`src/rtl/gene_net_pkg.sv`:
```
// Shared constants for the gene-network stepper: state width, FSM state
// encodings and halt-cause encodings.
package gene_net_pkg;

  localparam int unsigned STATE_W = 8;

  typedef enum logic [1:0] {
    ST_IDLE = 2'd0,
    ST_RUN  = 2'd1,
    ST_DONE = 2'd2
  } state_t;

  typedef enum logic [1:0] {
    CAUSE_NONE    = 2'd0,
    CAUSE_FIXED   = 2'd1,
    CAUSE_PERIOD2 = 2'd2,
    CAUSE_LIMIT   = 2'd3
  } cause_t;

endpackage

```
`src/rtl/gene_net_rule.sv`:
```
// Combinational next-state rule: each gene takes its lower neighbour (wrapping)
// and is flipped by its own value where the regulation mask is set.
module gene_net_rule
  import gene_net_pkg::*;
(
  input  logic [STATE_W-1:0] x,
  input  logic [STATE_W-1:0] mask,
  output logic [STATE_W-1:0] nx
);

  assign nx = {x[STATE_W-2:0], x[STATE_W-1]} ^ (x & mask);

endmodule

```
`src/rtl/gene_net_stepper.sv`:
```
// Steps the gene network once per accepted output and halts on a fixed point,
// a period-2 cycle (only when GENE_NET_PERIOD2_EN is defined) or the step limit.
module gene_net_stepper
  import gene_net_pkg::*;
#(
  parameter int unsigned MAX_STEPS = 16
) (
  input  logic               clk,
  input  logic               rst,
  input  logic               start,
  input  logic [STATE_W-1:0] init_val,
  input  logic [STATE_W-1:0] reg_mask,
  output logic [STATE_W-1:0] x,
  output logic               x_valid,
  input  logic               x_ready,
  output logic               done,
  output logic [1:0]         cause,
  output logic [7:0]         step_cnt
);

  localparam logic [7:0] MAX_CNT = 8'(MAX_STEPS);

  state_t             r_state;
  cause_t             r_cause;
  logic [STATE_W-1:0] r_x;
  logic [STATE_W-1:0] r_mask;
  logic [7:0]         r_stepCnt;
  logic               r_xValid;
  logic               r_done;

  logic [STATE_W-1:0] w_nx;
  logic               w_accept;
  logic               w_fixed;
  logic               w_period2;
  logic               w_limit;
  logic               w_load;
  logic               w_advance;

  gene_net_rule u_rule (
    .x    (r_x),
    .mask (r_mask),
    .nx   (w_nx)
  );

  assign w_accept  = r_xValid & x_ready;
  assign w_fixed   = (w_nx == r_x);
  assign w_limit   = (r_stepCnt == MAX_CNT);
  assign w_load    = start & (r_state != ST_RUN);
  assign w_advance = w_accept & ~w_fixed & ~w_period2 & ~w_limit;

`ifdef GENE_NET_PERIOD2_EN
  logic [STATE_W-1:0] r_prev;

  // prev trails x by one advance so a two-state oscillation can be spotted
  always_ff @(posedge clk) begin
    if (rst) begin
      r_prev <= '0;
    end else if (w_load) begin
      r_prev <= '0;
    end else if (w_advance) begin
      r_prev <= r_x;
    end
  end

  assign w_period2 = (r_stepCnt != 8'd0) && (w_nx == r_prev);
`else
  assign w_period2 = 1'b0;
`endif

  always_ff @(posedge clk) begin
    if (rst) begin
      r_state   <= ST_IDLE;
      r_cause   <= CAUSE_NONE;
      r_x       <= '0;
      r_mask    <= '0;
      r_stepCnt <= '0;
      r_xValid  <= 1'b0;
      r_done    <= 1'b0;
    end else begin
      case (r_state)
        ST_IDLE, ST_DONE: begin
          if (start) begin
            r_state   <= ST_RUN;
            r_cause   <= CAUSE_NONE;
            r_x       <= init_val;
            r_mask    <= reg_mask;
            r_stepCnt <= '0;
            r_xValid  <= 1'b1;
            r_done    <= 1'b0;
          end
        end
        ST_RUN: begin
          // halt checks are prioritised; only a non-halting accept advances
          if (w_accept) begin
            if (w_fixed) begin
              r_state  <= ST_DONE;
              r_cause  <= CAUSE_FIXED;
              r_xValid <= 1'b0;
              r_done   <= 1'b1;
            end else if (w_period2) begin
              r_state  <= ST_DONE;
              r_cause  <= CAUSE_PERIOD2;
              r_xValid <= 1'b0;
              r_done   <= 1'b1;
            end else if (w_limit) begin
              r_state  <= ST_DONE;
              r_cause  <= CAUSE_LIMIT;
              r_xValid <= 1'b0;
              r_done   <= 1'b1;
            end else begin
              r_x       <= w_nx;
              r_stepCnt <= r_stepCnt + 8'd1;
            end
          end
        end
        default: begin
          r_state  <= ST_IDLE;
          r_xValid <= 1'b0;
          r_done   <= 1'b0;
        end
      endcase
    end
  end

  assign x        = r_x;
  assign x_valid  = r_xValid;
  assign done     = r_done;
  assign cause    = r_cause;
  assign step_cnt = r_stepCnt;

endmodule

```
`config.mk`:
```
export PLATFORM = sky130hd
export DESIGN_NAME = gene_net_stepper
export DESIGN_NICKNAME = d
export VERILOG_FILES = /design/src/rtl/gene_net_pkg.sv /design/src/rtl/gene_net_rule.sv /design/src/rtl/gene_net_stepper.sv
export SDC_FILE = /design/constraint.sdc
export NUM_CORES = 1
export LEC_CHECK = 0
export BUFFER_PORTS_ARGS = -buffer_cell sky130_fd_sc_hd__buf_4
export CAP_MARGIN = 20
export CORE_AREA = 2 2 69 71
export DETAILED_ROUTE_END_ITERATION = 6
export DIE_AREA = 0 0 71 73
export GPL_TIMING_DRIVEN = 0
export PLACE_DENSITY_LB_ADDON = 0.3
export SETUP_SLACK_MARGIN = 0.15
export SKIP_CTS_REPAIR_TIMING = 1
export SYNTH_ARGS = -nofsm -noshare
export SYNTH_HDL_FRONTEND = slang
export SYNTH_HIERARCHICAL = 1
export SYNTH_SLANG_ARGS = --single-unit
```
`constraint.sdc`:
```
create_clock -name clk -period 1.9 [get_ports clk]
set_input_delay 0.285 -clock clk [delete_from_list [all_inputs] [get_ports clk]]
set_output_delay 0.285 -clock clk [all_outputs]
set_load 0.05 [all_outputs]
```
==> results.cfg, run 1 <==
[status]
status = finished, violations left
violations = setup timing

[global_route]
busiest_layer = met2
grt_overflow = 0
grt_max_degree = 11
met1_usage_pct = 23.4
gr-usage-met2_pct = 24.6
grt_pass1_wl_mm = 6.71
grtUsageMet3_pct = 4.56
grt_pass1_vias = 1334
antenna_found_initial = 0
grt_usage_pct = 16.7

[detailed_routing]
wirelength_mm = 4.25
post_drt_wl_per_cell_um = 13.8
vias = 1554
first_pass_iters = 4
route.detailed.drc = 0
vias_per_cell = 5.06
antenna_left = 0
drt_iter0_drc = 136

[finish]
seq_area_sq_um = 626
stdcell_area_sq_um = 2340
multi_input_area_sq_um = 1070
diodes = 0
final.fill_count = 440
layout-drive-gt1-share_pct = 43.5
fin_cells = 307
syn_to_final_growth_pct = 44.4
nNetsFinal = 274
final_common_cell = buf_4
final_cell_mix = buf_4 (45), a21oi_1 (22), nand2_1 (19), dfxtp_1 (13)

[yosys]
synth-seq-cells = 29
synth_area_sq_um = 1620
syn_area_per_cell_sq_um = 8.19
syn_nets = 220
ys_types = 36
ys.flop_type = dfxtp_1
async_reset_ff_share_pct = 0
syn_inst = 198
yosysTopAreaCell = dfxtp_1
yosys.area.top_type_share_pct = 35.8
yosysWarnings = 6
synth-edff-count = 0
synthTopCellsByArea = dfxtp_1 (36%), xnor2_1 (8.6%), a21oi_1 (8.3%)
seq_area_frac_synth_pct = 35.8

[setup_path]
critPathKind = reg2reg
required_ns = 2.08
max_stage_delay_ns = 0.39
r2r-end = x[0]
path_buf_inv = 2
start_kind = register
startpoint = x[4]
path_cells = nand2_2, xnor2_2, xnor2_1, nand4_1, o211ai_2, buf_6, buf_4, a21oi_1, a311oi_1
endpoint = x[0]
cp_num_cells = 9
reg2reg_from = x[4]
arrival_ns = 2.08
r2r_cells = 9
r2r_slack_ns = -0.00007
cp_top_family = compound AO/OA/AOI/OAI gates
crit_slowest_cell = dfxtp_4
worstSetupEndpointType = register
crit_fanout = 5

[job]
cap_violations = 0

[timing]
slew_headroom_pct = 60.4
finalCritPeriodShare_pct = 100
fin_worst_skew_ns = 0.00637
worst_pin_slew_ns = 0.593
finalSetupViolations = 1
maxSlewViolCount = 0
final.setup.tns_ns = -0.0000691
fmax_ghz = 0.526
rsz0062_at_grt = true
final.setup.worst_slack_ns = -0.0000691
hold_viol_final = 0
fin_crit_ns = 1.90

[floorplanning]
design.core.area_sq_um = 4540
die_h_um = 73
die_w_um = 71
initial_utilization_pct = 35.8
rows = 25
die_area_sq_um = 5180
ios = 40

[cts]
path_clk_slew_ns = 0.06
cts_root_buf = clkbuf_8
numCtsBuffers = 5
insertion_delay_ns = 0.29
cts.htree.levels = 2
cts_tree = done
cts.path.max_buffers = 2
cts_sinks = 29

[pwr]
p_per_area_nw_per_um2 = 718
vdd_ir_drop_max_mv = 0.327
leakage_uw = 0.000976

[placed_design]
place_congestion = 0.806
dp.cells = 290
port_buffers = 38
dpl.hpwl_mm = 2.87
post_dp_cell_area_sq_um = 2110

[min_path]
hold_class = in2reg
worstHoldPathCells = 3
[through the flow]
stage | util, % | setup slack, ns | hold slack, ns | total power (uW)
floorplan | - | 0.115 | 0.421 | 1020
global placement | 46.5 | -0.0430 | 0.445 | 1150
detailed placement | 46.5 | -0.0454 | 0.449 | 1150
CTS | 48.3 | -0.0722 | 0.237 | 1640
global route | 51.6 | -0.165 | 0.239 | 1770
finish | 51.6 | -0.0000691 | 0.245 | 1680
[worst register-to-register path, stage by stage (launching register included)]
cell and delay (ns):
dfxtp_4 0.39, nand2_2 0.07, xnor2_2 0.21, xnor2_1 0.14, nand4_1 0.14, o211ai_2 0.21, buf_6 0.15, buf_4 0.12
a21oi_1 0.07, a311oi_1 0.27
[synth_stat cells (2+ instances only)]
cell type and number:
a21o_1 2, a21oi_1 27, a311oi_1 8, a31oi_1 2, and3_1 3, buf_2 2
buf_4 2, clkbuf_1 7, dfxtp_1 29, ha_1 2, inv_1 11, mux2_2 8
nand2_1 27, nand2b_1 8, nand3_1 5, nand4_1 2, nor2_1 8, o21a_1 2
o21ai_0 6, or2_2 2, or4_1 2, or4b_1 4, xnor2_1 16
[power breakdown]
| part | switching (uW) | internal [uW] | total (uW) |
|---|---|---|---|
| clock | 234 | 260 | 494 |
| sequential | 57.0 | 646 | 703 |
| combinational | 261 | 225 | 486 |
[registers in the layout, summed over array words and instances (netlist names)]
| name | flops |
|---|---|
| cause | 2 |
| done | 1 |
| r_mask | 8 |
| r_state | 1 |
| step_cnt | 8 |
| x | 8 |
| x_valid | 1 |
[cell type report]
| class | count | share of cell area, % |
|---|---|---|
| Tap cell | 54 | 2.88 |
| Multi-Input combinational cell | 145 | 45.5 |
| Inverter | 11 | 1.76 |
| Buffer | 13 | 3.42 |
| Timing Repair Buffer | 47 | 16.3 |
| Clock buffer | 8 | 3.42 |
| Sequential cell | 29 | 26.7 |
[how the worst min path moves through the flow]
stage,startpoint,to,slack (ns)
after detailed placement,r_mask[2],r_mask[2],0.45
final,reg_mask[6],r_mask[6],0.25
after floorplan,reg_mask[2],r_mask[2],0.42
after global placement,r_mask[2],r_mask[2],0.45
after global routing,reg_mask[0],r_mask[0],0.24
after CTS,reg_mask[6],r_mask[6],0.24
[routing by layer]
metal,share of wire (%),up-vias
met5,0,-
met2,48,39
met4,1.5,0
li1,-,801
met1,46,708
met3,4.8,6
[kinds of logic (layout without fill, tap and decap cells)]
logic type               Yosys count  after routing  share of synthesized area, %
AND/OR/NAND/NOR                   68             68                          22.3
AO/OA/AOI/OAI                     50             50                          18.9
flip-flops                        29             29                          35.8
buffers and inverters             24             79                          6.64
XOR/XNOR                          16             16                          8.64
multiplexers                       9              9                          6.17
adder cells (fa/ha/maj)            2              2                          1.54
Power figures use the tool's default switching activity.
==> run 2: changes to the inputs <==
CORE_AREA = 2 2 70 72   (was 2 2 69 71)
CTS_CLUSTER_SIZE = 16   (was not set)
DIE_AREA = 0 0 72 74   (was 0 0 71 73)
SYNTH_HIERARCHICAL = not set   (was 1)
==> run 2 against run 1 <==
  * The flow still finishes with violations (setup timing)
  * Setup slack worse by 0.19 ns
  * Flip-flop and latch count is the same
  * Critical endpoint is now step_cnt[6]
  * Worst hold slack got worse by 0.0076 ns
  * Synthesized area grew 2.4%
  * Total power is 0.15% lower
  * Highest routed layer unchanged
==> results.cfg, run 2 <==
[detailed_routing]
first_pass_iters = 4
route.detailed.drc = 0
wirelength_mm = 4.59
vias = 1696
drt_iter0_drc = 97
vias_per_cell = 5.35
antenna_left = 0
post_drt_wl_per_cell_um = 14.5

[setup_path]
max_stage_delay_ns = 0.59
required_ns = 2.07
worstSetupEndpointType = register
arrival_ns = 2.26
r2r_cells = 7
critPathKind = reg2reg
crit_fanout = 6
path_cells = mux2i_1, a22oi_1, or4_4, buf_4, o211ai_4, nor2_1, a311o_1
start_kind = register
crit_slowest_cell = or4_4

[timing]
finalCritPeriodShare_pct = 110
fin_worst_skew_ns = 0.00403
fmax_ghz = 0.479
finalSetupViolations = 16
slew_headroom_pct = 63.0
worst_pin_slew_ns = 0.556
hold_viol_final = 0
maxSlewViolCount = 0
fin_crit_ns = 2.09
final.setup.worst_slack_ns = -0.189
rsz0062_at_grt = true

[yosys]
synth_most_common_cell = nand2_1
yosys.area.top_type_share_pct = 35.0
yosysWarnings = 0
synth_area_sq_um = 1660
async_reset_ff_share_pct = 0
yosysTopAreaCell = dfxtp_1
synth-seq-cells = 29
yosys-top-cells-count = nand2_1 (30), dfxtp_1 (29), nor2_1 (24), a21oi_1 (20)
synthTopCellsByArea = dfxtp_1 (35%), nand2_1 (6.8%), a21oi_1 (6.0%)
ys_types = 46
syn_inst = 208
seq_area_frac_synth_pct = 35.0
syn_nets = 230
ys.flop_type = dfxtp_1
syn_area_per_cell_sq_um = 7.98
synth-edff-count = 0

[cts]
cts_sinks = 29
cts_tree = done
cts.path.max_buffers = 2
numCtsBuffers = 5
path_clk_slew_ns = 0.06
insertion_delay_ns = 0.29
cts_root_buf = clkbuf_8
cts.htree.levels = 2

[global_route]
antenna_found_initial = 0
grt_pass1_wl_mm = 7.50
grt_max_degree = 11
grt_pass1_vias = 1568
grt_overflow = 0
grt_usage_pct = 18.4

[finish]
final_cell_mix = buf_4 (48), nand2_1 (30), nor2_1 (23), a21oi_1 (18), dfxtp_1 (18)
layout-drive-gt1-share_pct = 31.9
diodes = 0
stdcell_area_sq_um = 2250
nNetsFinal = 284
syn_to_final_growth_pct = 35.6
final_common_cell = buf_4

[min_path]
worstHoldPathCells = 3
hold_class = in2reg

[floorplanning]
rows = 25
die_w_um = 72
die_area_sq_um = 5330
initial_utilization_pct = 36.1
ios = 40
die_h_um = 74
design.core.area_sq_um = 4600

[pwr]
p_per_area_nw_per_um2 = 746
finalPower_uw = 1680
leakage_uw = 0.000974
vdd_ir_drop_max_mv = 0.454

[status]
status = finished, violations left
violations = setup timing

[placed_design]
place_congestion = 0.831
dpl.hpwl_mm = 3.24
post_dp_cell_area_sq_um = 2060
port_buffers = 38

[job]
cap_violations = 0
-- run 2: area by class of cell --
class / count / area (sq um)
flip-flops and latches: 29 / 612
plain buffers: 13 / 70.1
fillers: 474 / 2350
multi-input cells: 162 / 1040
well taps: 54 / 67.6
inverters: 4 / 15.0
clock buffers: 8 / 90.1
repair buffers: 47 / 353
-- run 2: final timing paths --
| check | from | endpoint | slack [ns] |
|---|---|---|---|
| worst min-delay path | reg_mask[6] | r_mask[6] | 0.24 |
| worst max register to register | x[4] | step_cnt[6] | -0.19 |
| worst max-delay path | x[4] | step_cnt[6] | -0.19 |
| worst min register to register | r_mask[2] | r_mask[2] | 0.47 |
-- run 2: power by group --
part	internal [uW]	switching, uW
sequential	642	44.3
clock	295	243
combinational	187	270
total	1120	557
-- run 2: logic make-up after synthesis --
kind of cell	count (synthesis)	share of synthesized area, %
adders and majority gates	2	1.51
AOI/OAI and AO/OA	56	24.6
buffers and inverters	17	5.05
and+or+nand+nor	94	28.5
muxes	2	1.21
DFF	29	35.0
xor gates and xnor gates	8	4.22
-- run 2: metal layers --
layer | routed length [um] | global-route usage, % | vias to the layer above
li1 | - | - | 858
met1 | 2180 | 23.5 | 798
met2 | 2130 | 30.2 | 35
met3 | 217 | 5.42 | 5
met4 | 51 | 5.66 | 0
met5 | 0 | 0 | -
-- run 2: critical path, delay by kind of cell (launching register included) --
| kind | cells | cell delay [ns] |
|---|---|---|
| simple gates | 2 | 0.65 |
| compound gates | 3 | 0.60 |
| flops | 1 | 0.38 |
| mux | 1 | 0.18 |
| buf+inv | 1 | 0.17 |
-- run 2: through the flow --
stage / instances / hold slack, ns / TNS, ns / utilization [%] / worst slack, ns
global route: 317 / 0.242 / -3.78 / 49.0 / -0.276
finish: 317 / 0.238 / -2.03 / 49.0 / -0.189
detailed placement: 300 / 0.463 / -1.81 / 44.9 / -0.184
floorplan: 208 / 0.421 / -0.685 / - / -0.109
CTS: 308 / 0.244 / -2.08 / 46.9 / -0.189
global placement: 300 / 0.456 / -1.58 / 44.9 / -0.159
==> run 3: changes to the inputs <==
CORE_AREA = 2 2 64 66   (was 2 2 70 72)
DIE_AREA = 0 0 66 68   (was 0 0 72 74)
==> run 3 against run 2 <==
  * Combinational power shrank 7.2%
  * Cell count shrank 1.9%
  * First-iteration DRC count grew 8.2%
  * Flip-flop and latch count is the same
  * Wire length shrank 1.0%
  * Clock-buffer cell count is the same
  * The flow still finishes with violations (setup timing)
  * Register-to-register slack gained 0.07 ns
  * Die area shrank 16%
  * Clock power shrank 9.3%
  * Critical endpoint is now x[3]
  * Critical path type unchanged
  * Largest cell class unchanged
  * Clock skew grew 0.0022 ns
==> results.cfg, run 3 (synthesized netlist as in run 2, its figures left out) <==
[setup_path]
arrival_ns = 2.19
crit_slowest_cell = or4_4
worstSetupEndpointType = register
crit_fanout = 8
start_kind = register
path_buf_inv = 1
required_ns = 2.07
critPathKind = reg2reg
cp_top_family = compound AO/OA/AOI/OAI gates
path_cells = a21boi_1, nor4b_1, or4_4, o21ai_4, buf_6, a211oi_1, a41o_1
max_stage_delay_ns = 0.54

[detailed_routing]
route.detailed.drc = 0
post_drt_wl_per_cell_um = 14.6
vias = 1703
wirelength_mm = 4.54
vias_per_cell = 5.48
antenna_left = 0
first_pass_iters = 4
drt_iter0_drc = 105

[floorplanning]
rows = 23
initial_utilization_pct = 43.1
design.core.area_sq_um = 3860
die_h_um = 68
die_area_sq_um = 4490
ios = 40
die_w_um = 66

[timing]
hold_viol_final = 0
fin_crit_ns = 2.02
fmax_ghz = 0.496
maxSlewViolCount = 0
finalCritPeriodShare_pct = 106
rsz0062_at_grt = true
slew_headroom_pct = 62.1
finalSetupViolations = 11
worst_pin_slew_ns = 0.568
final.setup.tns_ns = -1.02
fin_worst_skew_ns = 0.00623
final.setup.worst_slack_ns = -0.117

[global_route]
grt_max_degree = 11
grt_pass1_vias = 1439
grt_overflow = 0
grt_pass1_wl_mm = 7.11
grt_usage_pct = 21.2
antenna_found_initial = 0

[cts]
path_clk_slew_ns = 0.06
cts_root_buf = clkbuf_8
cts_sinks = 29
cts.path.max_buffers = 2
insertion_delay_ns = 0.28
cts.htree.levels = 2
numCtsBuffers = 5
cts_tree = done

[pwr]
p_int_uw = 1070
vdd_ir_drop_max_mv = 0.336
finalPower_uw = 1600
power_frac_seq_pct = 43.0
pwr-share-comb_pct = 26.5
clock_power_share_pct = 30.5
p_sw_share_pct = 33.2
switchingPower_uw = 531
p_per_area_nw_per_um2 = 722
leakage_uw = 0.000960

[placed_design]
port_buffers = 38
place_congestion = 0.812
dpl.hpwl_mm = 3.08

[finish]
nNetsFinal = 282
layout-drive-gt1-share_pct = 29.5
final_common_cell = buf_4
final.fill_count = 368
final_cell_mix = buf_4 (46), nand2_1 (30), nor2_1 (23), a21oi_1 (20), dfxtp_1 (19)
diodes = 0
seq_area_sq_um = 611
multi_input_area_sq_um = 1040
syn_to_final_growth_pct = 33.4

[status]
status = finished, violations left
violations = setup timing

[job]
cap_violations = 0

[min_path]
hold_class = in2reg
[run 3: metrics by stage]
step	hold slack [ns]	instances	instance area (sq um)	setup slack, ns	util, %
2_1_floorplan	0.421	208	1710	-0.109	-
3_3_place_gp	0.457	296	2060	-0.170	53.4
3_5_place_dp	0.464	296	2060	-0.166	53.4
4_1_cts	0.241	304	2140	-0.190	55.5
5_1_grt	0.241	311	2210	-0.169	57.4
6_report	0.243	311	2210	-0.117	57.4
[run 3: worst paths after layout]
| path | startpoint | slack (ns) | cells after the start | end |
|---|---|---|---|---|
| hold / removal | reg_mask[0] | 0.24 | 3 | r_mask[0] |
| setup / recovery | x[1] | -0.12 | 7 | x[3] |
| setup reg to reg | x[1] | -0.12 | 7 | x[3] |
| hold reg to reg | r_mask[2] | 0.47 | 2 | r_mask[2] |
[run 3: metal layers]
layer | global-route usage [%] | vias to the layer above | routed length, um
li1 | - | 852 | -
met1 | 28.5 | 786 | 2030
met2 | 32.6 | 59 | 2090
met3 | 6.09 | 6 | 355
met4 | 7.65 | 0 | 61
met5 | 0 | - | 0
[run 3: power groups by stage]
stage          Combinational [uW]  Clock, uW  Sequential [uW]
2_1_floorplan                 221          0              756
3_3_place_gp                  396          0              698
3_5_place_dp                  400          0              699
4_1_cts                       403        501              687
5_1_grt                       459        534              695
6_report                      423        488              687
[run 3: worst min-delay path, delay by kind of cell]
family                 cells  cell delay [ns]
buffers and inverters      1             0.10
and+or+nand+nor            1             0.04
AOI/OAI and AO/OA          1             0.05
[run 3: cell type report]
class	count	area share, %
Multi-Input combinational cell	162	46.9
Sequential cell	29	27.6
Timing Repair Buffer	45	15.3
Clock buffer	8	3.62
Buffer	13	3.16
Tap cell	50	2.82
Inverter	4	0.678
